## src/rtl/cutelock_serial_adder.sv

```systemverilog
// cutelock_serial_adder
//   Key-locked bit-serial adder. Two operands arrive LSB first, one bit per
//   enabled cycle, in frames of FRAME_LEN bits. A free-running key counter
//   selects one KEY_TABLE entry per cycle. If the presented key does not match
//   that entry, the sum bit is inverted. The carry into the next bit is also
//   flipped, so the corruption spreads through the rest of the frame.
//
// Ports
//   clock       in   1      rising-edge clock
//   reset       in   1      synchronous, active-high; clears all state
//   EN          in   1      LINE1/LINE2 carry a valid bit this cycle
//   LINE1       in   1      operand A serial bit, LSB first
//   LINE2       in   1      operand B serial bit, LSB first
//   keyinput    in   KEY_W  unlock key, sampled every cycle
//   OUTP_REG    out  1      registered sum bit
//   OVERFLW_REG out  1      registered one-cycle end-of-frame carry-out pulse

module cutelock_serial_adder #(
   parameter int unsigned FRAME_LEN = 4,
   parameter int unsigned KEY_W     = 3,
   parameter int unsigned NUM_KEYS  = 4,
   parameter logic [NUM_KEYS*KEY_W-1:0] KEY_TABLE = 12'hF5E
) (
   input  logic             clock,
   input  logic             reset,
   input  logic             EN,
   input  logic             LINE1,
   input  logic             LINE2,
   input  logic [KEY_W-1:0] keyinput,
   output logic             OUTP_REG,
   output logic             OVERFLW_REG
);

   localparam int unsigned CNT_W = (NUM_KEYS  > 1) ? $clog2(NUM_KEYS)  : 1;
   localparam int unsigned IDX_W = (FRAME_LEN > 1) ? $clog2(FRAME_LEN) : 1;

   localparam logic [CNT_W-1:0] KeyLast = CNT_W'(NUM_KEYS - 1);
   localparam logic [IDX_W-1:0] IdxLast = IDX_W'(FRAME_LEN - 1);

   logic [CNT_W-1:0] key_cnt_q, key_cnt_d;
   logic [IDX_W-1:0] bit_idx_q, bit_idx_d;
   logic             carry_q,   carry_d;
   logic             outp_d,    ovf_d;

   logic [KEY_W-1:0] key_entry;
   logic             key_ok;
   logic             sum_bit;
   logic             carry_gen;
   logic             carry_locked;
   logic             last_bit;

   // The key schedule runs on every cycle, whether or not a bit is being added.
   always_comb begin
      key_cnt_d = (key_cnt_q == KeyLast) ? '0 : key_cnt_q + 1'b1;
   end

   always_comb begin
      key_entry    = KEY_TABLE[int'(key_cnt_q) * KEY_W +: KEY_W];
      key_ok       = (keyinput == key_entry);
      sum_bit      = LINE1 ^ LINE2 ^ carry_q;
      carry_gen    = (LINE1 & LINE2) | (LINE1 & carry_q) | (LINE2 & carry_q);
      // A wrong key flips the carry, so later bits of this frame stay corrupted.
      carry_locked = carry_gen ^ ~key_ok;
      last_bit     = (bit_idx_q == IdxLast);
   end

   always_comb begin
      carry_d   = carry_q;
      bit_idx_d = bit_idx_q;
      outp_d    = OUTP_REG;
      ovf_d     = 1'b0;
      if (EN) begin
         outp_d = key_ok ? sum_bit : ~sum_bit;
         if (last_bit) begin
            // The frame ends here. The carry goes out as the overflow pulse,
            // and the next bit starts a fresh frame with a zero carry.
            ovf_d     = carry_locked;
            carry_d   = 1'b0;
            bit_idx_d = '0;
         end else begin
            carry_d   = carry_locked;
            bit_idx_d = bit_idx_q + 1'b1;
         end
      end
   end

   always_ff @(posedge clock) begin
      if (reset) begin
         key_cnt_q   <= '0;
         bit_idx_q   <= '0;
         carry_q     <= 1'b0;
         OUTP_REG    <= 1'b0;
         OVERFLW_REG <= 1'b0;
      end else begin
         key_cnt_q   <= key_cnt_d;
         bit_idx_q   <= bit_idx_d;
         carry_q     <= carry_d;
         OUTP_REG    <= outp_d;
         OVERFLW_REG <= ovf_d;
      end
   end

endmodule

```

## config.mk

```make
export PLATFORM = sky130hd
export DESIGN_NAME = cutelock_serial_adder
export DESIGN_NICKNAME = d
export VERILOG_FILES = /design/src/rtl/cutelock_serial_adder.sv
export SDC_FILE = /design/constraint.sdc
export NUM_CORES = 1
export LEC_CHECK = 0
export ABC_AREA = 1
export CAP_MARGIN = 20
export CELL_PAD_IN_SITES_DETAIL_PLACEMENT = 0
export CELL_PAD_IN_SITES_GLOBAL_PLACEMENT = 2
export CORE_MARGIN = 1
export CORE_UTILIZATION = 22
export CTS_CLUSTER_DIAMETER = 40
export DETAILED_ROUTE_END_ITERATION = 8
export HOLD_SLACK_MARGIN = 0.02
export PLACE_DENSITY = 0.68
export SYNTH_ARGS = -nofsm -noshare
export SYNTH_HDL_FRONTEND = slang
export SYNTH_SLANG_ARGS = --single-unit
```

## constraint.sdc

```tcl
create_clock -name clock -period 1.12 [get_ports clock]
set_input_delay 0.224 -clock clock [delete_from_list [all_inputs] [get_ports clock]]
set_output_delay 0.224 -clock clock [all_outputs]
set_load 0.005 [all_outputs]
```

# --- Word-level counts from Yosys, hierarchy flattened ---
# Cells that the tools add are included.
word_totals:
  reg_bits: 7
  wordCells: 29
  output_inout_bits: 2
  latchBits: 0
  memories: 0
  romBits: 0
  ramBits: 0
  in_bits: 8
classes:
  reduce_logical: 2
  n_div: 0
  eq_ne: 3
  magnitude_cmp: 0
  n_mux: 3
  addsub: 2
  n_mul: 1
  shift: 1
  n_bitwise: 12
ops:
  columns: ["op", "n"]
  rows:
  - ["indexed part select 12 x 5 -> 3 bit, first input constant", 1]
  - ["adder 2 x 1 -> 2 bit, second input constant", 2]
  - ["equality test 2 bit, second input constant", 2]
  - ["multiplier 2 x 2 -> 4 bit, second input constant", 1]
  - ["inverter 1 bit", 4]
  - ["bitwise AND 1 bit", 3]
  - ["equality test 3 bit", 1]
  - ["OR reduction 3 bit", 1]
  - ["XOR 1 bit", 3]
  - ["two-way mux 1 bit", 2]
  - ["two-way mux 2 bit", 1]
  - ["OR 1 bit", 2]
  - ["OR reduction 2 bit", 1]

# --- Depth between registers and ports, before layout ---
logic_depth:
  ltp_word: 6
  depth_mapped: 10
  mapped_depth_nobuf: 10

# --- Worst setup path after synthesis ---
# No wires, ideal clock.
synth_timing:
  path_type: "register to register"
  from: "reg key_cnt_q[0]"
  to: "reg OUTP_REG"
  n_path_buf: 0
  synth_period_minus_slack_ns: 1.184
  setup_time_ns: 0.109
  path_slack_ns: -0.064
  t_required_ns: 1.011
  path_stages_with_launch: 11
  t_arrival_ns: 1.076
  cell_sequence: "dfxtp_1 > inv_1 > ha_1 > inv_1 > nand2_1 > nand2_1 > nand3_2 > nand2_1 > nand3_1 > nand2_1 > inv_1"
synth_between:
  elab_chain_cells: 4
synth_rtl:
  columns: ["element", "line", "text"]
  rows:
  - ["from (decl)", "40", "logic [CNT_W-1:0] key_cnt_q, key_cnt_d;"]
  - ["from (signal assigned)", "95", "key_cnt_q <= key_cnt_d;"]
  - ["multiplier 2 x 2 -> 4 bit", "58", "key_entry = KEY_TABLE[int'(key_cnt_q) * KEY_W +: KEY_W];"]
  - ["indexed part select 12 x 5 -> 3 bit", "58", null]
  - ["equality test 3 bit", "59", "key_ok = (keyinput == key_entry);"]
  - ["two-way mux 1 bit", "73", "outp_d = key_ok ? sum_bit : ~sum_bit;"]
  - ["to (signal assigned)", "98", "OUTP_REG <= outp_d;"]
  - ["to (decl)", "30", "output logic OUTP_REG,"]
# No other way between the ends.
# A chain may end at the register's enable or synchronous reset.

# --- Worst setup path after layout ---
layout_timing:
  from: "reg key_cnt_q[1]"
  to: "reg OVERFLW_REG"
layout_between:
  elab_chain_cells: 5
layout_rtl:
  columns: ["element", "line", "text"]
  rows:
  - ["multiplier 2 x 2 -> 4 bit", "58", null]
  - ["indexed part select 12 x 5 -> 3 bit", "58", null]
  - ["equality test 3 bit", "59", null]
  - ["inverter 1 bit", "63", "carry_locked = carry_gen ^ ~key_ok;"]
  - ["XOR 1 bit", "63", null]
  - ["to (signal assigned)", "99", "OVERFLW_REG <= ovf_d;"]
  - ["to (decl)", "31", "output logic OVERFLW_REG"]
# No other way between the ends.

==> qor.yml <==
status: "finished with violations"
violations: "negative setup slack"
r2r_slack_ns: -0.09
antenna_found_initial: 0
final_hold_viol_count: 0
maxCapViolCount: 0
startpoint: "key_cnt_q[1]"
cts_buffer_depth: 2
worstMarginPinSlew_ns: 0.283
finalClockSkew_ns: 0.00457
fmax_mhz: 824
portBuffers: 9
die_h_microns: 45.5
place_ws_ns: -0.483
synth_warnings: 0
final_util_pct: 38.3
rows: 15
layout_commonest_cell: "nand2_1"
worstPathRequired_ns: 1.29
drive_gt1_share_pct: 33.3
worstPathArrival_ns: 1.38
vias: 396
postCtsHoldBufs: 0
routedWlPerCell_microns: 8.67
worstSetupEndpoint: "OVERFLW_REG"
slew_violations: 0
h-tree-depth: 1
rsz0062_at_grt: "yes"
hpwlAfterDp_microns: 656
synth_cell_type_count: 15
globalRouteOverflowTotal: 0
rr_worst_depth: 9
power_density_nw_per_um2: 1140
cts-root-buf: "clkbuf_4"
cp_max_fo: 3
grt_max_degree: 8
end_kind: "flop"
synth_area_leaders: "dfxtp_1 (34%), ha_1 (15%), nand2_1 (13%), inv_1 (9.9%), fa_1 (4.8%)"
final-setup-viol-count: 3
maxSlewHeadroom_pct: 81.1
synth_seq_cells: 7
multiInputGateArea_sq_um: 289
vias_per_cell: 3.96
yosysTopAreaCell: "dfxtp_1"
drc: 0
detail-route-antenna-nets: 0
ys_seq_area_share_pct: 33.7
fp.dieArea_sq_um: 2070
cts.clk_slew.worst_paths_ns: 0.05
ir_worst_vdd_mv: 0.478
final_cell_mix: "nand2_1 (11), inv_1 (7), buf_4 (6)"
min_path_type: "flop to flop"
gp_congestion: 0.678
finalCritPeriodShare_pct: 108
drt_wl_total_microns: 867
worstSetupPathType: "flop to flop"
start_kind: "flop"
diodes: 0
fin_tns_setup_ns: -0.238
power_uw: 764
postSynthCellCount: 56
cts_tree: "yes"
synth.net_count: 70
fin_nets: 90
period_needed_ns: 1.21
netlist.area_leader.share_pct: 33.7
clk_latency_ns: 0.25
r2r-start: "key_cnt_q[1]"
timing.rr.end: "OVERFLW_REG"
setup_ws_ns: -0.0939
drtIter0Drc: 2
fill_cells: 191
gr-usage-all-layers_pct: 9.24
die_w_microns: 45.5
synth_area_sq_um: 415
synthToLayoutAreaGrowth_pct: 60.8
grt_pass1_vias: 346
firstDrtPassIters: 4
cts.sinks: 7
io_pins: 10
p_leak_nw: 0.319
final-seq-area_sq_um: 148
fp.coreArea_sq_um: 1750
cts_inserted_buffers: 3
synth_area_per_cell_sq_um: 7.42
start_util_pct: 23.8
grt_pass1_wl_microns: 1320
-- synth_stat cells (all sizes together) --
cell type,instances
nor3,2
nand2,15
nor2,6
inv,11
dfxtp,7
a21oi,2
nand4,2
nor3b,1
a211oi,1
ha,5
nand3,3
fa,1
-- worst min path at each step --
stage                       from           end  slack [ns]  cells after the start
floorplan                  reset  key_cnt_q[1]        0.29                      1
global placement    bit_idx_q[1]  bit_idx_q[1]        0.46                      2
detailed placement  bit_idx_q[1]  bit_idx_q[1]        0.47                      2
CTS                 bit_idx_q[1]  bit_idx_q[1]        0.47                      2
global route        bit_idx_q[1]  bit_idx_q[1]        0.51                      2
finish              bit_idx_q[1]  bit_idx_q[1]        0.47                      2
-- layer usage --
| layer | track usage [%] | share of wire (%) | wire length [microns] | vias to the layer above |
|---|---|---|---|---|
| met2 | 13.7 | 43 | 376 | 10 |
| met5 | 0 | 0 | 0 | - |
| met3 | 2.38 | 5.5 | 48 | 4 |
| li1 | - | - | - | 213 |
| met4 | 5.45 | 2.1 | 18 | 0 |
| met1 | 12.0 | 49 | 424 | 169 |
-- worst max-delay path, stage by stage (launching register included) --
cell and delay, ns:
dfxtp_4 0.37, inv_4 0.05, ha_4 0.15, nand2_2 0.05, inv_2 0.04, nor2_4 0.10, nand3_2 0.10, nand2_2 0.08
nand2_1 0.06, nor3_1 0.13
-- layout make-up --
| cell class | instances | area share, % |
|---|---|---|
| clock buffers | 4 | 3.93 |
| inverters | 11 | 6.55 |
| multi-input cells | 38 | 43.3 |
| flip-flops and latches | 7 | 22.1 |
| well taps | 25 | 4.68 |
| repair buffers | 15 | 19.5 |
-- kinds of logic after synthesis --
family	synth area share (%)
adders and majority gates	19.9
DFF	33.7
AOI/OAI and AO/OA	4.22
buffers and inverters	9.94
and+or+nand+nor	32.2
-- repair_timing --
| item | in CTS | in global routing |
|---|---|---|
| setup endpoints to repair | 5 | 3 |
| endpoints found under the hold margin | 0 | 0 |
| setup buffers | 0 | 1 |
| pin swaps | 9 | 6 |
| resized for setup | 10 | 9 |
| gates cloned | 0 | 0 |
-- state kept, by name (all words and copies together) (netlist names) --
register / flops
OUTP_REG: 1
OVERFLW_REG: 1
bit_idx_q: 2
carry_q: 1
key_cnt_q: 2
-- stage by stage --
stage | hold slack (ns) | instances | area (sq um)
floorplan | 0.293 | 56 | 425
global placement | 0.457 | 95 | 584
detailed placement | 0.466 | 95 | 584
CTS | 0.473 | 99 | 623
global route | 0.509 | 100 | 668
finish | 0.466 | 100 | 668
-- where the power goes --
| part | total [mW] | leakage, nW | switching, mW | internal (mW) |
|---|---|---|---|---|
| Clock | 0.229 | 0.0150 | 0.0929 | 0.136 |
| Sequential | 0.298 | 0.0590 | 0.0230 | 0.275 |
| Combinational | 0.237 | 0.245 | 0.116 | 0.121 |
No activity file was read; power rests on OpenSTA's default activity.
